--- src/rtl/data_mem_arb_pkg.sv ---
// Shared types and default sizes for the data-memory arbiter.
// The optional bounds check is enabled by defining DATA_MEM_ARB_BOUNDS_EN.
package data_mem_arb_pkg;

    localparam int unsigned DEF_ADDR_W    = 16;
    localparam int unsigned DEF_DATA_W    = 16;
    localparam int unsigned DEF_MEM_DEPTH = 16;

    typedef enum logic [1:0] {
        IDLE   = 2'd0,
        ACCESS = 2'd1,
        RESP   = 2'd2
    } state_e;

    // Owner value doubles as the bit index into the {dma, cpu} request vector.
    typedef enum logic {
        OWN_CPU = 1'b0,
        OWN_DMA = 1'b1
    } owner_e;

endpackage

--- src/rtl/rr_arbiter2.sv ---
// Two-requester round-robin picker: on a tie, the requester not granted last time wins.
module rr_arbiter2
    import data_mem_arb_pkg::*;
(
    input  logic [1:0] i_req,
    input  owner_e     i_last_grant,
    output owner_e     o_grant,
    output logic       o_grant_valid
);

    always_comb begin
        o_grant_valid = |i_req;
        o_grant       = OWN_CPU;
        case (i_req)
            2'b01:   o_grant = OWN_CPU;
            2'b10:   o_grant = OWN_DMA;
            2'b11:   o_grant = owner_e'(~i_last_grant);
            default: o_grant = OWN_CPU;
        endcase
    end

endmodule

--- src/rtl/data_mem_arbiter.sv ---
// Round-robin arbiter sharing single-port data memory between CPU and DMA requesters.
// Define DATA_MEM_ARB_BOUNDS_EN to add the out-of-range check and the err output.
module data_mem_arbiter
    import data_mem_arb_pkg::*;
#(
    parameter int unsigned ADDR_W    = DEF_ADDR_W,
    parameter int unsigned DATA_W    = DEF_DATA_W,
    parameter int unsigned MEM_DEPTH = DEF_MEM_DEPTH
) (
    input  logic              clk,
    input  logic              rst_n,
    input  logic              cpu_req,
    input  logic              cpu_we,
    input  logic [ADDR_W-1:0] cpu_addr,
    input  logic [DATA_W-1:0] cpu_wdata,
    output logic              cpu_ack,
    output logic [DATA_W-1:0] cpu_rdata,
    input  logic              dma_req,
    input  logic              dma_we,
    input  logic [ADDR_W-1:0] dma_addr,
    input  logic [DATA_W-1:0] dma_wdata,
    output logic              dma_ack,
    output logic [DATA_W-1:0] dma_rdata,
    output logic [ADDR_W-1:0] mem_access_addr,
    output logic [DATA_W-1:0] mem_write_data,
    output logic              mem_write_en,
    output logic              mem_read,
    input  logic [DATA_W-1:0] mem_read_data,
    output logic              busy
`ifdef DATA_MEM_ARB_BOUNDS_EN
    ,
    output logic              err
`endif
);

    state_e            r_state;
    state_e            w_state_next;
    owner_e            r_last_grant;
    owner_e            r_owner;
    logic              r_we;
    logic [ADDR_W-1:0] r_addr;
    logic [DATA_W-1:0] r_wdata;
    logic [DATA_W-1:0] r_rdata;

    owner_e            w_grant;
    logic              w_grant_valid;
    logic              w_grant_take;
    logic              w_win_we;
    logic [ADDR_W-1:0] w_win_addr;
    logic [DATA_W-1:0] w_win_wdata;
    logic              w_blocked;

    rr_arbiter2 u_rr_arbiter2 (
        .i_req         ({dma_req, cpu_req}),
        .i_last_grant  (r_last_grant),
        .o_grant       (w_grant),
        .o_grant_valid (w_grant_valid)
    );

    assign w_grant_take = (r_state == IDLE) && w_grant_valid;
    assign w_win_we     = (w_grant == OWN_DMA) ? dma_we    : cpu_we;
    assign w_win_addr   = (w_grant == OWN_DMA) ? dma_addr  : cpu_addr;
    assign w_win_wdata  = (w_grant == OWN_DMA) ? dma_wdata : cpu_wdata;

`ifdef DATA_MEM_ARB_BOUNDS_EN
    logic r_oob;
    logic w_oob;

    assign w_oob = (64'(w_win_addr) >= 64'(MEM_DEPTH));

    always_ff @(posedge clk or negedge rst_n) begin
        if (!rst_n) begin
            r_oob <= 1'b0;
        end else if (w_grant_take) begin
            r_oob <= w_oob;
        end
    end

    assign w_blocked = r_oob;
    assign err       = (r_state == RESP) && r_oob;
`else
    logic w_unused_depth;

    assign w_unused_depth = (MEM_DEPTH == 0);
    assign w_blocked      = 1'b0;
`endif

    always_ff @(posedge clk or negedge rst_n) begin
        if (!rst_n) begin
            r_state      <= IDLE;
            r_last_grant <= OWN_DMA;
        end else begin
            r_state <= w_state_next;
            if (r_state == ACCESS) begin
                r_last_grant <= r_owner;
            end
        end
    end

    // Request fields are captured once at grant; later input changes are ignored.
    always_ff @(posedge clk or negedge rst_n) begin
        if (!rst_n) begin
            r_owner <= OWN_CPU;
            r_we    <= 1'b0;
            r_addr  <= '0;
            r_wdata <= '0;
            r_rdata <= '0;
        end else if (w_grant_take) begin
            r_owner <= w_grant;
            r_we    <= w_win_we;
            r_addr  <= w_win_addr;
            r_wdata <= w_win_wdata;
        end else if (r_state == ACCESS) begin
            r_rdata <= (r_we || w_blocked) ? '0 : mem_read_data;
        end
    end

    always_comb begin
        w_state_next    = r_state;
        mem_access_addr = '0;
        mem_write_data  = '0;
        mem_write_en    = 1'b0;
        mem_read        = 1'b0;
        cpu_ack         = 1'b0;
        cpu_rdata       = '0;
        dma_ack         = 1'b0;
        dma_rdata       = '0;
        busy            = (r_state != IDLE);
        case (r_state)
            IDLE: begin
                if (w_grant_valid) begin
                    w_state_next = ACCESS;
                end
            end
            ACCESS: begin
                mem_access_addr = r_addr;
                mem_write_data  = r_wdata;
                mem_write_en    = r_we & ~w_blocked;
                mem_read        = ~r_we & ~w_blocked;
                w_state_next    = RESP;
            end
            RESP: begin
                if (r_owner == OWN_CPU) begin
                    cpu_ack   = 1'b1;
                    cpu_rdata = r_rdata;
                end else begin
                    dma_ack   = 1'b1;
                    dma_rdata = r_rdata;
                end
                w_state_next = IDLE;
            end
            default: begin
                w_state_next = IDLE;
            end
        endcase
    end

endmodule

--- config.mk ---
export PLATFORM = sky130hd
export DESIGN_NAME = data_mem_arbiter
export DESIGN_NICKNAME = d
export VERILOG_FILES = /design/src/rtl/data_mem_arb_pkg.sv /design/src/rtl/rr_arbiter2.sv /design/src/rtl/data_mem_arbiter.sv
export SDC_FILE = /design/constraint.sdc
export NUM_CORES = 1
export LEC_CHECK = 0
export BUFFER_PORTS_ARGS = -buffer_cell sky130_fd_sc_hd__buf_2
export CORE_ASPECT_RATIO = 1.2
export CORE_UTILIZATION = 40
export DETAILED_ROUTE_END_ITERATION = 8
export GPL_TIMING_DRIVEN = 0
export PLACE_DENSITY = 0.7
export SYNTH_ARGS = -nofsm -noshare
export SYNTH_HDL_FRONTEND = slang
export SYNTH_SLANG_ARGS = --single-unit
--- constraint.sdc ---
create_clock -name clk -period 2.2 [get_ports clk]
set_clock_uncertainty 0.15 [all_clocks]
set_input_delay 0.33 -clock clk [delete_from_list [all_inputs] [get_ports clk]]
set_output_delay 0.33 -clock clk [all_outputs]
set_load 0.02 [all_outputs]
-- Yosys cells after proc, flatten, opt, wreduce, memory -nomap -nowiden
Cells that the tools add are included.
- logic and storage cells: 39
- output and inout bits: 69
- register bits after elaboration: 53
- bits of input ports: 86
- reduce and logical (&&, ||, !) cells: 5
- muxes and demuxes: 19
- bitwise logic cells: 3
- equality and inequality tests: 5
- operators with widths (operator ; number):
    $mux 16 ; 9
    $mux 1 ; 7
    $eq 2x2->1 const B ; 3
    $pmux 2 s2 ; 1
    $not 1->1 ; 3
    $eq 2x1->1 const B ; 1
    $logic_not 2->1 ; 1
    $mux 2 ; 1
    $ne 2x2->1 const B ; 1
    $pmux 1 s2 ; 1
    $reduce_and 2->1 ; 1
    $reduce_bool 2->1 ; 1
    $reduce_or 2->1 ; 1
    $logic_and 1x1->1 ; 1

-- Depth between registers and ports, before layout
Gate-level depths: netlist (run 1).
- depth in word-level cells: 4
- depth in mapped cells: 6
- mapped depth without buffers: 4

-- By module
Synthesis (run 1) repeated with hierarchy kept, for this count alone.
- cells, all modules: 243
- area total of the unflattened synthesis: 2956.6 µm²
- modules (own cells, without submodules) (module ; instances ; cells an instance ; area each (µm²)):
    data_mem_arbiter ; 1 ; 241 ; 2942.8
    rr_arbiter2 ; 1 ; 2 ; 13.8

-- Worst setup path before layout (run 1)
Ideal clock, no wire load.
- path kind: register -> output
- start point: register r_owner
- end point: output port cpu_rdata[10]
- stages on the path, launching flop included: 4
- arrival time: 1.461 ns
- required time: 1.720 ns
- path slack: 0.259 ns
- path through: dfrtp_1 -> nor3b_1 -> clkbuf_1 -> and2_1
- word-level cells in the longest chain between the ends: 2
- RTL lines (item ; RTL line ; RTL):
    start, declared ; data_mem_arbiter.sv:39 ; owner_e r_owner;
    start signal, assigned ; data_mem_arbiter.sv:109 ; r_owner <= w_grant;
    $mux 16 ; data_mem_arbiter.sv:143 ; if (r_owner == OWN_CPU) begin
    $mux 16 ; data_mem_arbiter.sv:129 ; case (r_state)
    end, declared ; data_mem_arbiter.sv:17 ; output logic [DATA_W-1:0] cpu_rdata,
Every way passes these cells.

-- Final worst setup path (run 1)
- start point: register r_state[1]
- end point: output port mem_write_en
- word-level cells in the longest chain between the ends: 2
- RTL lines (item ; RTL line ; RTL):
    start, declared ; data_mem_arbiter.sv:36 ; state_e r_state;
    start signal, assigned ; data_mem_arbiter.sv:93 ; r_state <= w_state_next;
    $eq 2x1->1 ; data_mem_arbiter.sv:129 ;
    $mux 1 ; data_mem_arbiter.sv:129 ;
    end, declared ; data_mem_arbiter.sv:26 ; output logic mem_write_en,
Every way passes these cells.

==> insert_results.sql, run 1 <==
INSERT INTO impl_metrics (metric_group, metric, value, unit) VALUES
('run_status', 'status', 'finished, final reports clean', ''),
('timing', 'final_setup_fails', '0', ''),
('setup_path', 'cp_data_required_time', '1720', 'ps'),
('setup_path', 'start_kind', 'flip-flop', ''),
('clock_tree', 'cts_max_level', '2', ''),
('cells_and_area', 'fin_nets', '513', ''),
('floorplan', 'vert_die_dim', '99.6', 'um'),
('power_and_ir_drop', 'combPwrFrac', '0.544', ''),
('timing', 'timing.final.max_slew_violations', '0', ''),
('cells_and_area', 'post_route_cells_drive_above_1_share', '0.585', ''),
('place', 'port_buffers', '154', ''),
('power_and_ir_drop', 'ir_worst_vdd', '0.669', 'mV'),
('setup_path', 'worst_r2r_path_depth', '5', ''),
('route', 'detail_route.wirelength', '6730', 'um'),
('setup_path', 'worst_path_cell_with_the_longest_stage_delay', 'sky130_fd_sc_hd__dfrtp_1', ''),
('route', 'drc', '0', ''),
('setup_path', 'timing.setup.critical_path_class', 'flip-flop to output port', ''),
('clock_tree', 'clk_pin_slew', '100', 'ps'),
('grt', 'initial_antenna_violation_count', '0', ''),
('clock_tree', 'cts_buffer_depth', '2', ''),
('clock_tree', 'clock_tree.root_cell', 'sky130_fd_sc_hd__clkbuf_8', ''),
('grt', 'globalRoute.totalOverflow', '0', ''),
('hold_path', 'hold_path.class', 'primary input to asynchronous set/reset pin', ''),
('timing', 'tns', '0', 'ps'),
('yosys', 'synth_area_leader_cell', 'sky130_fd_sc_hd__dfrtp_1', ''),
('setup_path', 'crit-reg2reg-capture', 'r_addr[2]', ''),
('yosys', 'synth_fp_nets', '351', ''),
('floorplan', 'initial_core_util', '0.414', ''),
('cells_and_area', 'final_core_utilization', '0.547', ''),
('clock_tree', 'cts.hold.buffers_added', '0', ''),
('setup_path', 'crit_path_cell_trace', 'nand2b_4, inv_2, clkbuf_4, and2_1, buf_2', ''),
('route', 'initialDrtViolationCount', '60', ''),
('floorplan', 'floorplan.rows', '35', ''),
('clock_tree', 'cts_tree', 'built', ''),
('run', 'drv_cap', '0', ''),
('yosys', 'postSynthRegisterBits', '53', ''),
('cells_and_area', 'multi_input_gate_area_in_the_final_layout', '1710', 'um2'),
('setup_path', 'worst-path-max-fanout', '10', ''),
('power_and_ir_drop', 'leakagePower', '2.37', 'nW'),
('power_and_ir_drop', 'p_switching', '1.86', 'mW'),
('grt', 'globalRouteTotalUtil', '0.163', ''),
('cells_and_area', 'syn2layout_area_growth', '32.2', '%'),
('setup_path', 'r2r_path_start', 'r_state[0]', ''),
('timing', 'share_of_the_clock_period_used_by_the_worst_path', '0.928', ''),
('timing', 'maxClockFrequency', '490', 'MHz'),
('yosys', 'ys_top_cells_by_area', 'sky130_fd_sc_hd__dfrtp_1 (41%), sky130_fd_sc_hd__mux2_4 (27%), sky130_fd_sc_hd__and2_1 (13%)', ''),
('floorplan', 'die_area', '8290', 'um2'),
('floorplan', 'die_width', '83.3', 'um'),
('grt', 'grt_pass1_vias', '2353', ''),
('clock_tree', 'cts_made_buffers', '5', ''),
('yosys', 'cells_after_synth', '265', ''),
('timing', 'slew_headroom', '0.215', ''),
('floorplan', 'core', '7660', 'um2'),
('yosys', 'synth_cell_types', '21', ''),
('place', 'post-dp-hpwl', '5200', 'um'),
('setup_path', 'worstPathBufferInverterCount', '3', ''),
('clock_tree', 'clock_sinks', '53', ''),
('route', 'ant_nets', '0', ''),
('yosys', 'synth_top_cell_area_share', '0.410', ''),
('setup_path', 'timing.critical_path.slowest_cell_delay', '410', 'ps'),
('power_and_ir_drop', 'internal_power', '3.07', 'mW'),
('route', 'first_pass_iters', '4', ''),
('place', 'place_congestion', '0.714', ''),
('clock_tree', 'worst_skew_pair.late_latency', '300', 'ps'),
('grt', 'grt_start_max_net_pins', '54', ''),
('power_and_ir_drop', 'clockPowerShare', '0.111', ''),
('floorplan', 'floorplan.io_pins', '155', ''),
('yosys', 'synth.avg_cell_area', '12.0', 'um2'),
('setup_path', 'crit_family', 'buffers and inverters', ''),
('timing', 'final.min_clock_period', '2040', 'ps'),
('yosys', 'netlist_area', '3170', 'um2');
-- timing repair --
action,4_1_cts,5_1_grt
setup buffers,0,3
setup endpoints to repair,61,51
resized for setup,13,2
-- Yosys cell counts (all sizes together) --
master,number
or2,1
nand2,35
o21ai,1
nand2b,1
clkbuf,10
and2,65
o31ai,1
buf,9
mux2,66
nor3b,1
nand3b,16
dfrtp,52
inv,1
dfstp,1
nor2,3
and3b,1
a21bo,1
-- placed cells by master (no fill, tap or decap), types with 2 or more instances in the layout --
| cell type | instances |
|---|---|
| sky130_fd_sc_hd__dfrtp_1 | 52 |
| sky130_fd_sc_hd__nor2_1 | 2 |
| sky130_fd_sc_hd__clkbuf_2 | 3 |
| sky130_fd_sc_hd__clkbuf_8 | 6 |
| sky130_fd_sc_hd__nand2_1 | 35 |
| sky130_fd_sc_hd__mux2_2 | 8 |
| sky130_fd_sc_hd__clkbuf_4 | 3 |
| sky130_fd_sc_hd__buf_12 | 3 |
| sky130_fd_sc_hd__buf_6 | 4 |
| sky130_fd_sc_hd__nand3b_1 | 16 |
| sky130_fd_sc_hd__buf_4 | 3 |
| sky130_fd_sc_hd__mux2_4 | 58 |
| sky130_fd_sc_hd__clkbuf_1 | 3 |
| sky130_fd_sc_hd__and2_1 | 65 |
| sky130_fd_sc_hd__buf_2 | 156 |
-- layout make-up --
type                    instances  share of cell area
flip-flops and latches         53               0.316
multi-input cells             192               0.407
inverters                       1            0.000895
repair buffers                157               0.189
clock buffers                   7              0.0206
plain buffers                  17              0.0382
well taps                      92              0.0274
-- per-layer routing --
| metal | wire, um | up-vias | global-route usage |
|---|---|---|---|
| li1 | - | 1198 | - |
| met1 | 2780 | 1090 | 0.194 |
| met2 | 3380 | 102 | 0.293 |
| met3 | 480 | 8 | 0.0373 |
| met4 | 91 | 0 | 0.0504 |
| met5 | 0 | - | 0 |
-- sequential cells by signal, indices dropped and copies added, names as in the netlist --
signal	flops
r_last_grant	1
r_rdata	16
r_state	2
r_we	1
r_addr	16
r_owner	1
r_wdata	16
-- worst max path at each step --
stage | startpoint | endpoint | cells past startpoint
3_5_place_dp | r_owner | cpu_rdata[12] | 4
6_report | r_state[1] | mem_write_en | 5
3_3_place_gp | r_owner | cpu_rdata[6] | 4
2_1_floorplan | r_owner | cpu_rdata[10] | 3
5_1_grt | r_state[1] | mem_write_data[13] | 5
4_1_cts | r_state[1] | mem_write_en | 5
-- power groups by stage --
stage               combinational (mW)  clock (mW)  sequential, mW
finish                            2.68       0.549            1.70
global route                      2.91       0.606            1.77
CTS                               2.70       0.569            1.70
detailed placement                2.66           0            1.70
global placement                  2.63           0            1.68
floorplan                         2.02           0            1.61
-- cells by family (layout without fill, tap and decap cells) --
family                 Yosys count  after routing  share of synthesized area
DFF                             53             53                      0.418
and+or+nand+nor                123            123                      0.222
AOI/OAI and AO/OA                3              3                    0.00710
buffers and inverters           20            182                     0.0493
muxes                           66             66                      0.303
-- per-stage QoR --
stage | instance area, um2 | instances | setup WS [ps] | hold slack (ps)
after floorplan | 3170 | 265 | 259 | -116
after global placement | 4060 | 511 | -15.7 | 303
after detailed placement | 4060 | 511 | -35.7 | 303
after CTS | 4170 | 516 | 11.7 | 102
after global routing | 4200 | 519 | -2.69 | 98.2
final | 4200 | 519 | 159 | 109
(Power assumes the default switching activity.)
==> inputs of run 2 (changes only) <==
==> constraint.sdc (replaced) <==
create_clock -name clk -period 2.2 [get_ports clk]
set_clock_uncertainty 0.15 [all_clocks]
set_input_delay 0.11 -clock clk [delete_from_list [all_inputs] [get_ports clk]]
set_output_delay 0.11 -clock clk [all_outputs]
set_load 0.02 [all_outputs]
==> insert_results.sql, run 2 (same netlist as run 1, synthesis figures left out) <==
INSERT INTO impl_metrics (metric_group, metric, value, unit) VALUES
('route', 'first_pass_iters', '3', ''),
('power_and_ir_drop', 'leakagePower', '2.43', 'nW'),
('route', 'route.vias.total', '2457', ''),
('cells_and_area', 'antenna_cells_inserted', '0', ''),
('run_status', 'status', 'finished, final reports clean', ''),
('floorplan', 'initial_core_util', '0.414', ''),
('floorplan', 'die_width', '83.3', 'um'),
('place', 'post-dp-hpwl', '5200', 'um'),
('cells_and_area', 'num-fill-cells', '689', ''),
('setup_path', 'timing.setup.critical_path_class', 'flip-flop to output port', ''),
('route', 'initialDrtViolationCount', '80', ''),
('place', 'port_buffers', '154', ''),
('cells_and_area', 'layout_common_cells', 'sky130_fd_sc_hd__buf_2 (156), sky130_fd_sc_hd__and2_1 (65), sky130_fd_sc_hd__mux2_4 (58)', ''),
('timing', 'rsz0062_at_grt', 'no', ''),
('setup_path', 'timing.critical_path.slowest_cell_delay', '410', 'ps'),
('clock_tree', 'clock_tree.root_cell', 'sky130_fd_sc_hd__clkbuf_8', ''),
('setup_path', 'setup.worst_path.end_class', 'output port', ''),
('setup_path', 'cp_data_required_time', '1940', 'ps'),
('timing', 'tightestPinTransition', '1170', 'ps'),
('grt', 'grt_start_max_net_pins', '54', ''),
('route', 'detailroute.wirelength.met3', '448', 'um'),
('grt', 'globalRoute.totalOverflow', '0', ''),
('grt', 'grt_pass1_vias', '2463', ''),
('setup_path', 'worst-path-max-fanout', '10', ''),
('cells_and_area', 'finalNonFillerCells', '534', ''),
('cells_and_area', 'syn2layout_area_growth', '36.6', '%'),
('grt', 'globalRouteTotalUtil', '0.167', ''),
('floorplan', 'core', '7660', 'um2'),
('cells_and_area', 'fin_nets', '528', ''),
('cells_and_area', 'layout_commonest_cell', 'sky130_fd_sc_hd__buf_2', ''),
('timing', 'final.min_clock_period', '2000', 'ps'),
('place', 'place_congestion', '0.714', ''),
('floorplan', 'die_area', '8290', 'um2'),
('timing', 'share_of_the_clock_period_used_by_the_worst_path', '0.907', ''),
('setup_path', 'crit_path_cell_trace', 'nand2b_2, inv_2, clkbuf_2, and2_1, buf_2', ''),
('grt', 'initial_antenna_violation_count', '0', ''),
('route', 'routed_via_count_divided_by_cell_count', '4.60', ''),
('floorplan', 'vert_die_dim', '99.6', 'um'),
('timing', 'slew_headroom', '0.217', ''),
('clock_tree', 'cts_setup_buffers', '0', ''),
('clock_tree', 'cts_max_level', '2', ''),
('clock_tree', 'cts_buffer_depth', '2', ''),
('timing', 'timing.final.max_slew_violations', '0', ''),
('setup_path', 'start_kind', 'flip-flop', ''),
('place', 'post-place-ws', '184', 'ps'),
('setup_path', 'worst_path_cell_with_the_longest_stage_delay', 'sky130_fd_sc_hd__dfrtp_1', ''),
('place', 'placedCellCount', '511', ''),
('timing', 'final_setup_fails', '0', ''),
('timing', 'hold_viol', '0', ''),
('route', 'routed.top_layer', 'met4', ''),
('setup_path', 'worstPathArrival', '1740', 'ps'),
('power_and_ir_drop', 'p_per_area', '1140', 'nW/um2'),
('timing', 'fin_ws', '204', 'ps'),
('clock_tree', 'cts_tree', 'built', ''),
('run', 'drv_cap', '0', ''),
('clock_tree', 'worst_skew_pair.late_latency', '290', 'ps'),
('power_and_ir_drop', 'ir_worst_vdd', '0.671', 'mV'),
('timing', 'tns', '0', 'ps'),
('clock_tree', 'clk_pin_slew', '90', 'ps'),
('route', 'ant_nets', '0', ''),
('route', 'met1Wirelength', '2810', 'um'),
('clock_tree', 'clock_sinks', '53', ''),
('hold_path', 'hold_path.class', 'primary input to flip-flop', ''),
('cells_and_area', 'biggestRegsByFlops', 'r_addr (16), r_rdata (16), r_wdata (16)', ''),
('route', 'drc', '0', ''),
('grt', 'first_pass_grt_wire_length', '11200', 'um'),
('route', 'detail_route.wirelength', '6890', 'um'),
('clock_tree', 'cts_made_buffers', '5', ''),
('route', 'wire_per_inst', '12.9', 'um'),
('floorplan', 'floorplan.rows', '35', ''),
('floorplan', 'floorplan.io_pins', '155', ''),
('timing', 'maxClockFrequency', '501', 'MHz'),
('route', 'met2RoutedLength', '3530', 'um'),
('cells_and_area', 'post_route_cells_drive_above_1_share', '0.557', '');
## run 2: cell count changes in the layout (fill, tap and decap cells not counted)
cell | before | now
sky130_fd_sc_hd__nand2b_4 | 1 | 0
sky130_fd_sc_hd__clkbuf_4 | 3 | 0
sky130_fd_sc_hd__buf_4 | 3 | 0
sky130_fd_sc_hd__and3b_1 | 0 | 1
sky130_fd_sc_hd__nand2b_2 | 0 | 1
sky130_fd_sc_hd__clkbuf_2 | 3 | 6
sky130_fd_sc_hd__clkbuf_1 | 3 | 4
sky130_fd_sc_hd__and3b_2 | 1 | 0
sky130_fd_sc_hd__dlygate4sd3_1 | 0 | 17
## run 2: path summary, 6_finish.rpt
kind / to / startpoint / cells after the start / slack, ps
max in group asynchronous: r_rdata[2] / rst_n / 2 / 740
max reg2reg: r_addr[2] / r_state[0] / 5 / 320
min: r_addr[14] / cpu_addr[14] / 3 / 10
min in group asynchronous: r_wdata[4] / rst_n / 2 / 430
min reg2reg: r_last_grant / r_last_grant / 2 / 320
max: mem_write_en / r_state[1] / 5 / 200
## run 2: layout make-up
cell class / instances / area, um2 / area share
Clock buffer: 7 / 86.3 / 0.0199
Tap cell: 92 / 115 / 0.0266
Timing Repair Buffer: 171 / 941 / 0.217
Sequential cell: 53 / 1330 / 0.306
Buffer: 18 / 156 / 0.0361
Inverter: 1 / 3.75 / 0.000866
Multi-Input combinational cell: 192 / 1700 / 0.393
## run 2: report_power, final
group	internal, mW	switching (mW)	total, mW	leakage (nW)
Clock	0.251	0.300	0.551	0.0443
Sequential	1.43	0.266	1.70	0.642
Combinational	1.37	1.30	2.67	1.74
## run 2: what timing repair did
| action | CTS | global route |
|---|---|---|
| endpoints found under the setup margin | 42 | 50 |
| resized for setup | 5 | 7 |
| hold endpoints to repair | 68 | 0 |
| hold buffers | 17 | 0 |
## run 2: metrics by stage
stage | total power, mW | instance area (um2) | hold WS (ps) | util
after floorplan | 3.63 | 3170 | -336 | -
after global placement | 4.31 | 4060 | 196 | 0.530
after detailed placement | 4.36 | 4060 | 195 | 0.530
after CTS | 4.96 | 4320 | 4.02 | 0.564
after global routing | 5.27 | 4330 | 0.577 | 0.565
final | 4.92 | 4330 | 12.9 | 0.565
## run 2: worst max-delay path: cells and delay by family (launching register included)
kind                   cells  cell delay [ps]
DFF                        1              410
and+or+nand+nor            2              470
buffers and inverters      3              560
## run 2: layer usage
metal  global-route usage  up-vias
met5                    0        -
met4               0.0517        0
met3               0.0357        8
met2                0.309      100
met1                0.192     1120
li1                     -     1229
